## src/rtl/lcd_pkg.sv

```systemverilog
// Shared constants, state encoding and step helpers for the LCD sequencer.
package lcd_pkg;

    // HD44780 command bytes
    localparam logic [7:0] CMD_FUNC_SET = 8'h38;  // 8-bit bus, 2 lines, 5x8 font
    localparam logic [7:0] CMD_DISP_ON  = 8'h0C;  // display on, cursor off
    localparam logic [7:0] CMD_ENTRY    = 8'h06;  // increment, no shift
    localparam logic [7:0] CMD_CLEAR    = 8'h01;  // clear display
    localparam logic [7:0] CMD_LINE1    = 8'h80;  // DDRAM address 0x00
    localparam logic [7:0] CMD_LINE2    = 8'hC0;  // DDRAM address 0x40

    // Step count constants
    localparam logic [5:0] INIT_LAST_STEP = 6'd3;   // clear is the last init command
    localparam logic [5:0] REF_LINE2_STEP = 6'd17;  // line-2 address command
    localparam logic [5:0] REF_LAST_STEP  = 6'd33;  // final character of line 2

    typedef enum logic [2:0] {
        ST_POWER = 3'd0,
        ST_ISSUE = 3'd1,
        ST_WAIT  = 3'd2,
        ST_DELAY = 3'd3,
        ST_READY = 3'd4
    } lcd_state_t;

    // Command byte for a given init step
    function automatic logic [7:0] init_cmd(input logic [5:0] step);
        logic [7:0] cmd;
        case (step)
            6'd0:    cmd = CMD_FUNC_SET;
            6'd1:    cmd = CMD_DISP_ON;
            6'd2:    cmd = CMD_ENTRY;
            default: cmd = CMD_CLEAR;
        endcase
        return cmd;
    endfunction

    // Frame-buffer address read by a refresh step (modulo-32 arithmetic)
    function automatic logic [4:0] char_addr_of(input logic [5:0] step);
        logic [4:0] addr;
        if (step >= 6'd1 && step <= REF_LINE2_STEP) begin
            addr = step[4:0] - 5'd1;
        end else if (step > REF_LINE2_STEP && step <= REF_LAST_STEP) begin
            addr = step[4:0] - 5'd2;
        end else begin
            addr = 5'd0;
        end
        return addr;
    endfunction

endpackage

```

## src/rtl/lcd_sequencer_ms_delay_counter.sv

```systemverilog
// Loadable millisecond down-counter; sticks at zero and flags it.
module ms_delay_counter #(
    parameter int unsigned WIDTH = 32'd16
) (
    input  logic             clk_1ms,
    input  logic             reset,
    input  logic             load,
    input  logic [WIDTH-1:0] load_val,
    output logic             zero
);

    logic [WIDTH-1:0] count_r;

    // Load has priority; otherwise decrement until zero is reached
    always_ff @(posedge clk_1ms or posedge reset) begin
        if (reset) begin
            count_r <= '0;
        end else if (load) begin
            count_r <= load_val;
        end else if (count_r != '0) begin
            count_r <= count_r - {{(WIDTH-1){1'b0}}, 1'b1};
        end else begin
            count_r <= count_r;
        end
    end

    assign zero = (count_r == '0);

endmodule

```

## src/rtl/lcd_sequencer.sv

```systemverilog
// Power-on init and frame refresh sequencer for a 16x2 HD44780 LCD.
module lcd_sequencer
    import lcd_pkg::*;
#(
    parameter int unsigned PWR_WAIT = 32'd20,
    parameter int unsigned CLR_WAIT = 32'd2
) (
    input  logic       clk_1ms,
    input  logic       reset,
    input  logic       refresh,
    input  logic [7:0] char_data,
    output logic [4:0] char_addr,
    input  logic       wr_finish,
    output logic       wr_enable,
    output logic       reg_sel,
    output logic [7:0] lcd_data,
    output logic       ready,
    output logic       done
);

    localparam int unsigned CNT_W = 32'd16;
    // Counter is loaded on the transition edge, so it holds N-1 to span N cycles
    localparam logic [CNT_W-1:0] PWR_LOAD = (PWR_WAIT > 32'd0) ? CNT_W'(PWR_WAIT - 32'd1) : '0;
    localparam logic [CNT_W-1:0] CLR_LOAD = (CLR_WAIT > 32'd0) ? CNT_W'(CLR_WAIT - 32'd1) : '0;

    lcd_state_t       state_r, state_s;
    logic [5:0]       step_r, step_s;
    logic             mode_r, mode_s;        // 0 = init list, 1 = refresh list
    logic             pending_r, pending_s;
    logic             armed_r, armed_s;      // power-up wait has been loaded
    logic             cnt_load_s;
    logic [CNT_W-1:0] cnt_val_s;
    logic             cnt_zero_s;
    logic             start_ref_s;
    logic             wr_enable_r, wr_enable_s;
    logic             reg_sel_r, reg_sel_s;
    logic [7:0]       lcd_data_r, lcd_data_s;
    logic [4:0]       char_addr_r, char_addr_s;
    logic             ready_r, ready_s;
    logic             done_r, done_s;

    ms_delay_counter #(.WIDTH(CNT_W)) u_delay (
        .clk_1ms  (clk_1ms),
        .reset    (reset),
        .load     (cnt_load_s),
        .load_val (cnt_val_s),
        .zero     (cnt_zero_s)
    );

    // Next-state, step/pending bookkeeping and next output values
    always_comb begin
        state_s     = state_r;
        step_s      = step_r;
        mode_s      = mode_r;
        armed_s     = armed_r;
        pending_s   = pending_r;
        cnt_load_s  = 1'b0;
        cnt_val_s   = '0;
        start_ref_s = 1'b0;
        done_s      = 1'b0;

        case (state_r)
            ST_POWER: begin
                if (!armed_r) begin
                    cnt_load_s = 1'b1;
                    cnt_val_s  = PWR_LOAD;
                    armed_s    = 1'b1;
                end else if (cnt_zero_s) begin
                    state_s = ST_ISSUE;
                    step_s  = 6'd0;
                    mode_s  = 1'b0;
                end else begin
                    state_s = ST_POWER;
                end
            end
            ST_ISSUE: begin
                state_s = ST_WAIT;
            end
            ST_WAIT: begin
                if (!wr_finish) begin
                    state_s = ST_WAIT;
                end else if (!mode_r && step_r == INIT_LAST_STEP) begin
                    state_s    = ST_DELAY;
                    cnt_load_s = 1'b1;
                    cnt_val_s  = CLR_LOAD;
                end else if (mode_r && step_r == REF_LAST_STEP) begin
                    done_s      = 1'b1;
                    state_s     = ST_READY;
                    start_ref_s = pending_r | refresh;
                end else begin
                    step_s  = step_r + 6'd1;
                    state_s = ST_ISSUE;
                end
            end
            ST_DELAY: begin
                if (cnt_zero_s) begin
                    state_s     = ST_READY;
                    start_ref_s = pending_r | refresh;
                end else begin
                    state_s = ST_DELAY;
                end
            end
            ST_READY: begin
                start_ref_s = refresh;
            end
            default: begin
                state_s = ST_POWER;
            end
        endcase

        // A request waiting at the point of going idle starts straight away
        if (start_ref_s) begin
            state_s   = ST_ISSUE;
            step_s    = 6'd0;
            mode_s    = 1'b1;
            pending_s = 1'b0;
        end else begin
            pending_s = pending_r | (refresh & (state_r != ST_READY));
        end

        wr_enable_s = (state_s == ST_ISSUE);
        ready_s     = (state_s == ST_READY);
        // Point the buffer at the next step's byte so it is ready when ISSUE samples it
        char_addr_s = mode_s ? char_addr_of(step_s + 6'd1) : 5'd0;

        if (state_s != ST_ISSUE) begin
            lcd_data_s = lcd_data_r;
            reg_sel_s  = reg_sel_r;
        end else if (!mode_s) begin
            lcd_data_s = init_cmd(step_s);
            reg_sel_s  = 1'b0;
        end else if (step_s == 6'd0) begin
            lcd_data_s = CMD_LINE1;
            reg_sel_s  = 1'b0;
        end else if (step_s == REF_LINE2_STEP) begin
            lcd_data_s = CMD_LINE2;
            reg_sel_s  = 1'b0;
        end else begin
            lcd_data_s = char_data;
            reg_sel_s  = 1'b1;
        end
    end

    // State and sequencing registers
    always_ff @(posedge clk_1ms or posedge reset) begin
        if (reset) begin
            state_r   <= ST_POWER;
            step_r    <= 6'd0;
            mode_r    <= 1'b0;
            pending_r <= 1'b0;
            armed_r   <= 1'b0;
        end else begin
            state_r   <= state_s;
            step_r    <= step_s;
            mode_r    <= mode_s;
            pending_r <= pending_s;
            armed_r   <= armed_s;
        end
    end

    // Registered outputs
    always_ff @(posedge clk_1ms or posedge reset) begin
        if (reset) begin
            wr_enable_r <= 1'b0;
            reg_sel_r   <= 1'b0;
            lcd_data_r  <= 8'h00;
            char_addr_r <= 5'd0;
            ready_r     <= 1'b0;
            done_r      <= 1'b0;
        end else begin
            wr_enable_r <= wr_enable_s;
            reg_sel_r   <= reg_sel_s;
            lcd_data_r  <= lcd_data_s;
            char_addr_r <= char_addr_s;
            ready_r     <= ready_s;
            done_r      <= done_s;
        end
    end

    assign wr_enable = wr_enable_r;
    assign reg_sel   = reg_sel_r;
    assign lcd_data  = lcd_data_r;
    assign char_addr = char_addr_r;
    assign ready     = ready_r;
    assign done      = done_r;

endmodule

```

## config.mk

```make
export PLATFORM = sky130hd
export DESIGN_NAME = lcd_sequencer
export DESIGN_NICKNAME = d
export VERILOG_FILES = /design/src/rtl/lcd_pkg.sv /design/src/rtl/lcd_sequencer_ms_delay_counter.sv /design/src/rtl/lcd_sequencer.sv
export SDC_FILE = /design/constraint.sdc
export NUM_CORES = 1
export LEC_CHECK = 0
export CELL_PAD_IN_SITES_DETAIL_PLACEMENT = 1
export CELL_PAD_IN_SITES_GLOBAL_PLACEMENT = 2
export CORE_MARGIN = 1.5
export CORE_UTILIZATION = 36
export CTS_CLUSTER_SIZE = 14
export DETAILED_ROUTE_END_ITERATION = 6
export PLACE_DENSITY = 0.77
export REMOVE_ABC_BUFFERS = 1
export SKIP_CTS_REPAIR_TIMING = 1
export SLEW_MARGIN = 0
export SYNTH_ARGS = -nofsm -noshare
export SYNTH_HDL_FRONTEND = slang
export SYNTH_HIERARCHICAL = 1
export SYNTH_SLANG_ARGS = --single-unit
```

## constraint.sdc

```tcl
create_clock -name clk_1ms -period 5.3 [get_ports clk_1ms]
set_clock_uncertainty 0.15 [all_clocks]
set_input_delay 0.795 -clock clk_1ms [delete_from_list [all_inputs] [get_ports clk_1ms]]
set_output_delay 0.795 -clock clk_1ms [all_outputs]
set_load 0.02 [all_outputs]
```

# Word level (Yosys, flattened, before mapping)
# Cells that the tools add are included.
# totals
regBits	45
out_inout_bits	17
wordCells	96
# op_classes
add_sub_neg	5
magnitude_cmp	4
n_eq_ne	13
mux	49
bitwise	3
reduce_logical	10
# op_table
operator	count
$mux W6	6
$mux W16	2
$mux W8	3
$mux W1	22
$mux W5	4
$mux W3	6
$pmux W6 S3	1
$logic_not A16 Y1	1
$reduce_bool A16 Y1	1
$sub A16 B1 Y16 const B	1
$pmux W3 S5	1
$add A6 B1 Y6 const B	2
$eq A6 B2 Y1 const B	2
$pmux W6 S2	1
$pmux W5 S2	1
$eq A3 B1 Y1 const B	2
$eq A3 B2 Y1 const B	2
$eq A3 B3 Y1 const B	2
$eq A6 B1 Y1 const B	1
$eq A6 B5 Y1 const B	1
$eq A6 B6 Y1 const B	1
$ge A6 B1 Y1 const B	1
$gt A6 B5 Y1 const B	1
$le A6 B5 Y1 const B	1
other kinds (14)	18

# Longest topological paths before layout
# Gate-level depths: netlist (run 1).
# logic_depth
word_depth	13
depth_mapped	20
depth_no_buf	20

# Modules after synthesis
# The synthesis (run 1) kept the hierarchy.
# by_module_without_submodules
mod	instances	cells_each	area_per_inst_um2	seq_area_each_um2
lcd_sequencer	1	220	1933.1	725.7
ms_delay_counter	1	102	993.5	400.4

# Least setup slack after synthesis (run 1)
# OpenSTA, ideal clock, no wires.
# synth_timing
path_kind	reg2reg
startpoint	register u_delay.count_r[0]
endpoint	register char_addr_r[1], in the netlist char_addr[1]
setup_ps	127
arrival_time_ps	3512
path_slack_ps	1511
path_stages_with_launch	19
synth_period_minus_slack_ps	3789
cell_sequence	dfrtp_1 inv_1 ha_1 nor3b_2 nand4b_4 nor2_4 and4b_1 and2_1 a211o_1 buf_4 nor2_1 ha_1 clkbuf_1 nor2b_1 mux2_2 and4_1 mux2_4 nand2_1 o22ai_1
# synth_via
elab_chain_len	11
elab_cells_between_ends	23
# synth_rtl
item	line_no	source
start, declared	lcd_sequencer_ms_delay_counter.sv:12	logic [WIDTH-1:0] count_r;
start signal, assigned	lcd_sequencer_ms_delay_counter.sv:19	count_r <= load_val;
start signal, assigned	lcd_sequencer_ms_delay_counter.sv:21	count_r <= count_r - {{(WIDTH-1){1'b0}}, 1'b1};
start signal, assigned	lcd_sequencer_ms_delay_counter.sv:23	count_r <= count_r;
$logic_not A16 Y1 (*)	lcd_sequencer_ms_delay_counter.sv:27	assign zero = (count_r == '0);
named net cnt_zero_s	lcd_sequencer.sv:33	logic cnt_zero_s;
$mux W6	lcd_sequencer.sv:68	end else if (cnt_zero_s) begin
$mux W6	lcd_sequencer.sv:64	if (!armed_r) begin
$pmux W6 S2	lcd_sequencer.sv:62	case (state_r)
$mux W6 (*)	lcd_sequencer.sv:112	if (start_ref_s) begin
named net step_s[0]	lcd_sequencer.sv:27	logic [5:0] step_r, step_s;
$add A6 B1 Y6 (*)	lcd_sequencer.sv:124	char_addr_s = mode_s ? char_addr_of(step_s + 6'd1) : 5'd0;
$gt A6 B5 Y1 or $le A6 B6 Y1 (tied branches)	lcd_pkg.sv:42	end else if (step > REF_LINE2_STEP && step <= REF_LAST_STEP) begin
$logic_and A1 B1 Y1	lcd_pkg.sv:42	
$mux W5	lcd_pkg.sv:42	
$mux W5 (*)	lcd_pkg.sv:40	if (step >= 6'd1 && step <= REF_LINE2_STEP) begin
$mux W5 (*)	lcd_sequencer.sv:124	
named net char_addr_s[1]	lcd_sequencer.sv:38	logic [4:0] char_addr_r, char_addr_s;
end signal, assigned	lcd_sequencer.sv:174	char_addr_r <= char_addr_s;
end, declared	lcd_sequencer.sv:38	
# The timed path passes the listed nets; every way through them passes the cells marked *.
# A chain may end at the register's enable or synchronous reset.

# Final worst setup path (run 1)
# layout_timing
startpoint	register u_delay.count_r[0]
endpoint	register char_addr_r[0], in the netlist char_addr[0]
# The elaborated chain is that of the path after synthesis.

==> results by group, run 1 <==
STA
  • F_max: 219 MHz
  • Slew Viols, Final: 0
  • RSZ-0062 raised after global routing: false
  • Final Cycle Share: 86.1%
  • Max-Slew Margin vs Limit: 41.3%
  • Final setup margin: 0.736 ns
  • WHS: roughly 0.34 ns
  • Final hold vios: 0
  • Slew at the pin closest to its max-slew limit: 0.881 ns
  • Final setup TNS: 0 ns
  • Final setup fails: 0
  • Fin crit period: 4.56 ns

Worst setup path
  • Data required, critical path: 5.37 ns
  • Crit-path slowest cell: nor3b_2
  • Crit Path Max Fanout: 12
  • Crit end category: register
  • Worst endpoint data arrival time: 4.64 ns
  • Reg2Reg Setup Slack: 0.74 ns
  • Worst r2r src: u_delay/count_r[0]
  • R2R depth: 20
  • R2r endpoint: char_addr[0]
  • Crit path kind: reg2reg
  • Crit path cell chain: inv_1, ha_1, nor3b_2, nand4b_4, nor2_4, a21o_1, nand2_1, o31a_1, nand2_1, o21ai_0, nand2_1, inv_1, ha_1, o21ai_0, o21ai_0, nand3b_1, a211oi_1, a211o_1, nand2b_1, mux2i_1
  • Crit start category: register
  • Slowest stage delay, CP: 0.43 ns

Global routing
  • Global-route usage over all layers: 19.8%
  • Remaining global-route overflow: 0
  • Vias in the first global route: 2600
  • Initial antenna violation count: 0
  • First-pass GRT wire length: 13500 µm
  • Largest net degree at the start of global routing: 20

Layout
  • Fillers: 941
  • Most common cell after layout, fill and taps aside: dfrtp_1
  • Final #Nets: 382
  • Diodes inserted: 0
  • Share of cells above drive strength 1: 9.64%
  • Area grow syn2layout: 17.8%
  • Most frequent cells in the layout: dfrtp_1 (45), nand2_1 (42), clkdlybuf4s50_1 (28)
  • Multi-input combinational cell area: 1730 µm²
  • Register area: 1130 µm²

Clock tree
  • Total CTS buffers: 5
  • Worst-path clk slew: 0.09 ns
  • Skew-Pair Late Insertion Delay: about 0.30 ns
  • Max Root-Sink Buffers: 2
  • CTS H-Tree Depth: 2
  • Sink Count: 45
  • Clock root buffer: clkbuf_8
  • TritonCTS clock tree: built

Drt
  • Number of routed nets with antenna violations: 0
  • Via Count: about 2500
  • Vias per cell: 5.45
  • Avg WL per Cell: 17.3 µm
  • DRC: 0
  • 1st-pass router iterations: 4
  • WL final: 8050 µm
  • Drt initial violations: 92

Logic synthesis
  • Cell variety after synth: 67
  • Mapped Area: 2930 µm²
  • Sequential area share after synthesis: 38.5%
  • Number of synthesized flops with an enable pin: 0
  • Syn. warnings: 6
  • Area leader, netlist: dfrtp_1
  • Synth top area cells: dfrtp_1 (38%), nand2_1 (5.4%), xnor2_1 (3.6%)
  • Primary FF master, synth: dfrtp_1
  • FFs w/ async S/R, synth: 100%
  • Avg Cell Area, Syn: 9.09 µm²
  • Syn Inst Count: 322
  • Flops & latches, synth: 45
  • Synth top area share: 38.5%

Worst hold path
  • Start point of the worst hold path: lcd_data[6]
  • HP Class: reg2reg
  • Hold EP: lcd_data[6]
  • Hold Path Depth: 2

Floorplan
  • Die width: slightly above 90 µm
  • Top-Level Pins: 29
  • Die height: 93.2 µm
  • Core Area: 7810 µm²
  • Std cell rows: 32
  • Initial Util: 37.5%
  • Die area: 8680 µm²

Run status
  • Status: finished, final reports clean

Pwr
  • Total power: 1700 µW
  • Leak: 0.00147 µW
  • Power per cell area: 493 nW/µm²
  • Max VDD drop: ~0.27 mV

Placement
  • Place WS: approximately 0.53 ns
  • DP HPWL: 6310 µm
  • IO buf count: 28
  • Routability Congestion: between 0.7 and 0.8

Flow run
  • Max cap viols: 0
layer usage:
metal | vias up | part of all wire, % | GRT usage [%]
li1 | 1239 | - | -
met1 | 1262 | 50 | 27.8
met2 | 26 | 47 | 32.4
met3 | 8 | 1.5 | 2.52
met4 | 0 | 0.94 | 4.29
met5 | - | 0 | 0
cell type report:
cell class,instances,share of cell area (%)
Clock buffer,5,2.00
Clock inverter,3,0.653
Sequential cell,45,32.7
Tap cell,102,3.70
Multi-Input combinational cell,262,50.3
Timing Repair Buffer,32,9.00
Inverter,16,1.74
Yosys cell counts, drive strengths merged, types with 4 or more instances:
master	instances
nor3	11
ha	8
a211oi	6
nand3b	5
a21oi	15
dfrtp	45
buf	5
a31oi	5
nor2	25
nand2	42
mux2i	6
nand2b	8
nand4b	4
o31ai	4
o21ai	22
xnor2	12
inv	16
clkbuf	6
nand4	4
or3	4
and3	6
nand3	5
nor3b	4
sequential cells by signal (all words and copies together), names as in the netlist:
signal and flops:
mode_r 1, done 1, armed_r 1, reg_sel 1
step_r 6, char_addr 5, u_delay/count_r 16, lcd_data 8
ready 1, state_r 3, wr_enable 1, pending_r 1
logic make-up (layout without fill, tap and decap cells):
family	Yosys count	in the layout	share of synthesized area, %
fa+ha+maj	8	8	3.42
other cells	1	13	0.128
compound gates	87	87	20.1
buf+inv	27	56	3.85
flops	45	45	38.5
xor+xnor	13	13	3.89
simple gates	132	132	26.8
mux	9	9	3.33
metrics by stage:
stage | instances | instance area (µm²) | utilization, %
floorplan | 323 | 2920 | -
global placement | 457 | 3360 | 43.0
detailed placement | 457 | 3360 | 43.0
CTS | 465 | 3450 | 44.2
global route | 465 | 3450 | 44.2
finish | 465 | 3450 | 44.2
power by group:
group / internal [µW] / leakage (µW) / switching [µW]
combinational: 379 / 0.000850 / 511
clock: 93.6 / 0.0000481 / 121
sequential: 449 / 0.000573 / 147
total: 921 / 0.00147 / 778
critical path: cells and delay by family (launching register included):
family                     cells  cell delay (ns)
AOI/OAI and AO/OA              7             1.30
adders and majority gates      2             0.54
buffers and inverters          2             0.20
DFF                            1             0.40
muxes                          1             0.15
and+or+nand+nor                8             1.76
worst max-delay path by stage:
| stage | start | endpoint | slack, ns | cells after the start |
|---|---|---|---|---|
| 6_report | u_delay/count_r[0] | char_addr[0] | 0.74 | 20 |
| 2_1_floorplan | u_delay/count_r[0] | char_addr[2] | 1.40 | 17 |
| 3_3_place_gp | wr_finish | char_addr[2] | 0.59 | 15 |
| 3_5_place_dp | wr_finish | char_addr[2] | 0.53 | 15 |
| 4_1_cts | u_delay/count_r[0] | char_addr[0] | 0.73 | 20 |
| 5_1_grt | u_delay/count_r[0] | char_addr[0] | 0.25 | 20 |
Power figures use the tool's default switching activity.
==> run 2, diff against run 1 <==
Settings changed: CORE_ASPECT_RATIO set to 1.25, CORE_MARGIN 1.5 to unset.
==> run 2 against run 1 <==
Net effect: worst setup slack worse by 0.15 ns; critical path depth down 3; global-route usage down 0.49 points; count of clock-buffer cells in the layout unchanged; clock power up 5%; die area down 2.1%; via count down 0.91%; final cell count down 1.9%; total power down 1.3%; maximum frequency down 3.1%; critical endpoint is now char_addr[1]; largest cell class unchanged.
==> results by group, run 2 (same netlist as run 1, synthesis figures left out) <==
Clock tree
  • Worst-path clk slew: 0.09 ns (about the same)
  • Sink Count: 45 (unchanged)
  • CTS H-Tree Depth: 2 (unchanged)
  • Total CTS buffers: 5 (unchanged)
  • TritonCTS clock tree: built (unchanged)
  • Max Root-Sink Buffers: 2 (unchanged)
  • Skew-Pair Late Insertion Delay: 0.31 ns (was 0.30 ns)
  • Clock root buffer: clkbuf_8 (unchanged)

Flow run
  • Max cap viols: 0 (unchanged)

Pwr
  • Power per cell area: 490 nW/µm² (was 493 nW/µm²)
  • Max VDD drop: 0.223 mV (was 0.267 mV)
  • Leak: 0.00146 µW (was 0.00147 µW)

Layout
  • Area grow syn2layout: 17.0% (was 17.8%)
  • Max FFs per register: 16 (unchanged)
  • Biggest register: u_delay/count_r (unchanged)
  • Most common cell after layout, fill and taps aside: dfrtp_1 (unchanged)
  • Final #Nets: 380 (was 382)
  • Diodes inserted: 0 (unchanged)
  • Fin cells: 456 (was 465)
  • Most frequent cells in the layout: dfrtp_1 (45), nand2_1 (42), clkdlybuf4s50_1 (28) (unchanged)
  • Share of cells above drive strength 1: 9.14% (was 9.64%)
  • Finished Cell Area: 3420 µm² (was 3450 µm²)

Global routing
  • First-pass GRT wire length: 12500 µm (was 13500 µm)
  • Initial antenna violation count: 0 (unchanged)
  • Remaining global-route overflow: 0 (unchanged)
  • Global-route usage over all layers: 19.3% (was 19.8%)
  • Largest net degree at the start of global routing: 30 (was 20)
  • Vias in the first global route: 2533 (was 2600)

STA
  • F_max: 212 MHz (was 219 MHz)
  • Final setup TNS: 0 ns (unchanged)
  • Max-Slew Margin vs Limit: 53.8% (was 41.3%)
  • Final hold vios: 0 (unchanged)
  • Final Cycle Share: 88.9% (was 86.1%)
  • Slew Viols, Final: 0 (unchanged)
  • RSZ-0062 raised after global routing: false (unchanged)
  • Fin crit period: 4.71 ns (was 4.56 ns)
  • Final setup fails: 0 (unchanged)
  • Slew at the pin closest to its max-slew limit: 0.689 ns (was 0.881 ns)

Placement
  • Routability Congestion: 0.748 (was 0.790)
  • Inst Count DP: 448 (was 457)
  • DP HPWL: 5750 µm (was 6310 µm)
  • IO buf count: 28 (unchanged)
  • Area post-placement: 3330 µm² (was 3360 µm²)

Worst setup path
  • Crit Path Max Fanout: 12 (unchanged)
  • Crit start category: register (unchanged)
  • Slowest stage delay, CP: 0.41 ns (was 0.43 ns)
  • Largest delay share family, worst path: simple AND/OR/NAND/NOR gates (unchanged)
  • Data required, critical path: 5.37 ns (about the same)
  • Crit end category: register (unchanged)
  • Crit path cell chain: inv_1, ha_1, nor3b_2, nand4b_4, nor2_4, and4b_1, and2_1, a211o_1, nor2_1, ha_1, o21ai_0, o21ai_0, nand3b_1, a211oi_1, a211o_1, nand2b_1, o22ai_1 (was inv_1, ha_1, nor3b_2, nand4b_4, nor2_4, a21o_1, nand2_1, o31a_1, nand2_1, o21ai_0, nand2_1, inv_1, ha_1, o21ai_0, o21ai_0, nand3b_1, a211oi_1, a211o_1, nand2b_1, mux2i_1)
  • Buf+Inv Stages, Crit Path: 1 (was 2)
  • Worst endpoint data arrival time: 4.78 ns (was 4.64 ns)
  • Crit-path slowest cell: dfrtp_1 (was nor3b_2)
  • Crit path kind: reg2reg (unchanged)

Floorplan
  • Die area: 8500 µm² (was 8680 µm²)
  • Initial Util: 37.3% (was 37.5%)
  • Die height: 103 µm (was 93.2 µm)
  • Core Area: 7840 µm² (was 7810 µm²)
  • Std cell rows: 36 (was 32)
  • Top-Level Pins: 29 (unchanged)
  • Die width: 82.6 µm (was 93.2 µm)

Drt
  • WL final: 7480 µm (was 8050 µm)
  • Vias per cell: 5.51 (was 5.45)
  • Via Count: 2512 (was 2535)
  • 1st-pass router iterations: 5 (was 4)
  • Number of routed nets with antenna violations: 0 (unchanged)
  • DRC: 0 (unchanged)
  • Drt initial violations: 51 (was 92)
  • Avg WL per Cell: 16.4 µm (was 17.3 µm)

Worst hold path
  • HP Class: reg2reg (unchanged)

Run status
  • Status: finished, final reports clean (unchanged)
==> run 2: changes by cell type in the layout (fill, tap and decap cells not counted), sizes merged <==
cell	before	now
buf	4	2
clkinv	3	1
clkinvlp	0	1
inv	16	17
==> run 2: power breakdown <==
group	leakage, µW	switching [µW]	internal, µW
Sequential	0.000573	143	449
Combinational	0.000840	488	374
Clock	0.0000445	131	93.8
Total	0.00146	761	916
==> run 2: worst min-delay path, cell delays in order, from the launching register on <==
cell and delay (ns):
dfrtp_1 0.35, nand2_1 0.05, o41ai_1 0.06
==> run 2: metal layers <==
metal,track usage [%],share of wire (%)
met5,0,0
met4,4.38,0.96
met2,36.5,54
met3,2.92,2.4
met1,22.4,42
==> run 2: final timing paths <==
path                                    start            endpoint  slack, ns  cells after the start
setup / recovery           u_delay/count_r[0]        char_addr[1]       0.59                     17
hold / removal                    lcd_data[6]         lcd_data[6]       0.34                      2
setup reg to reg           u_delay/count_r[0]        char_addr[1]       0.59                     17
hold reg to reg                   lcd_data[6]         lcd_data[6]       0.34                      2
max in group asynchronous               reset  u_delay/count_r[3]       3.82                      2
min in group asynchronous               reset          state_r[0]       0.76                      3
==> run 2: layout make-up <==
cell class | count | area (µm²)
clock buffer | 5 | 68.8
clock inverter | 3 | 21.3
fill | 933 | 4410
inverter | 16 | 60.1
multi-input combinational | 262 | 1730
sequential | 45 | 1130
tap | 95 | 119
timing repair buffer | 30 | 295
==> run 2: per-stage QoR <==
| step | total power [µW] | utilization [%] | worst slack, ns | hold WS, ns |
|---|---|---|---|---|
| after floorplan | 1220 | - | 1.40 | 0.362 |
| after global placement | 1450 | 42.5 | 0.675 | 0.311 |
| after detailed placement | 1470 | 42.5 | 0.536 | 0.323 |
| after CTS | 1700 | 43.7 | 0.514 | 0.346 |
| after global routing | 1840 | 43.7 | 0.108 | 0.362 |
| final | 1680 | 43.7 | 0.588 | 0.340 |
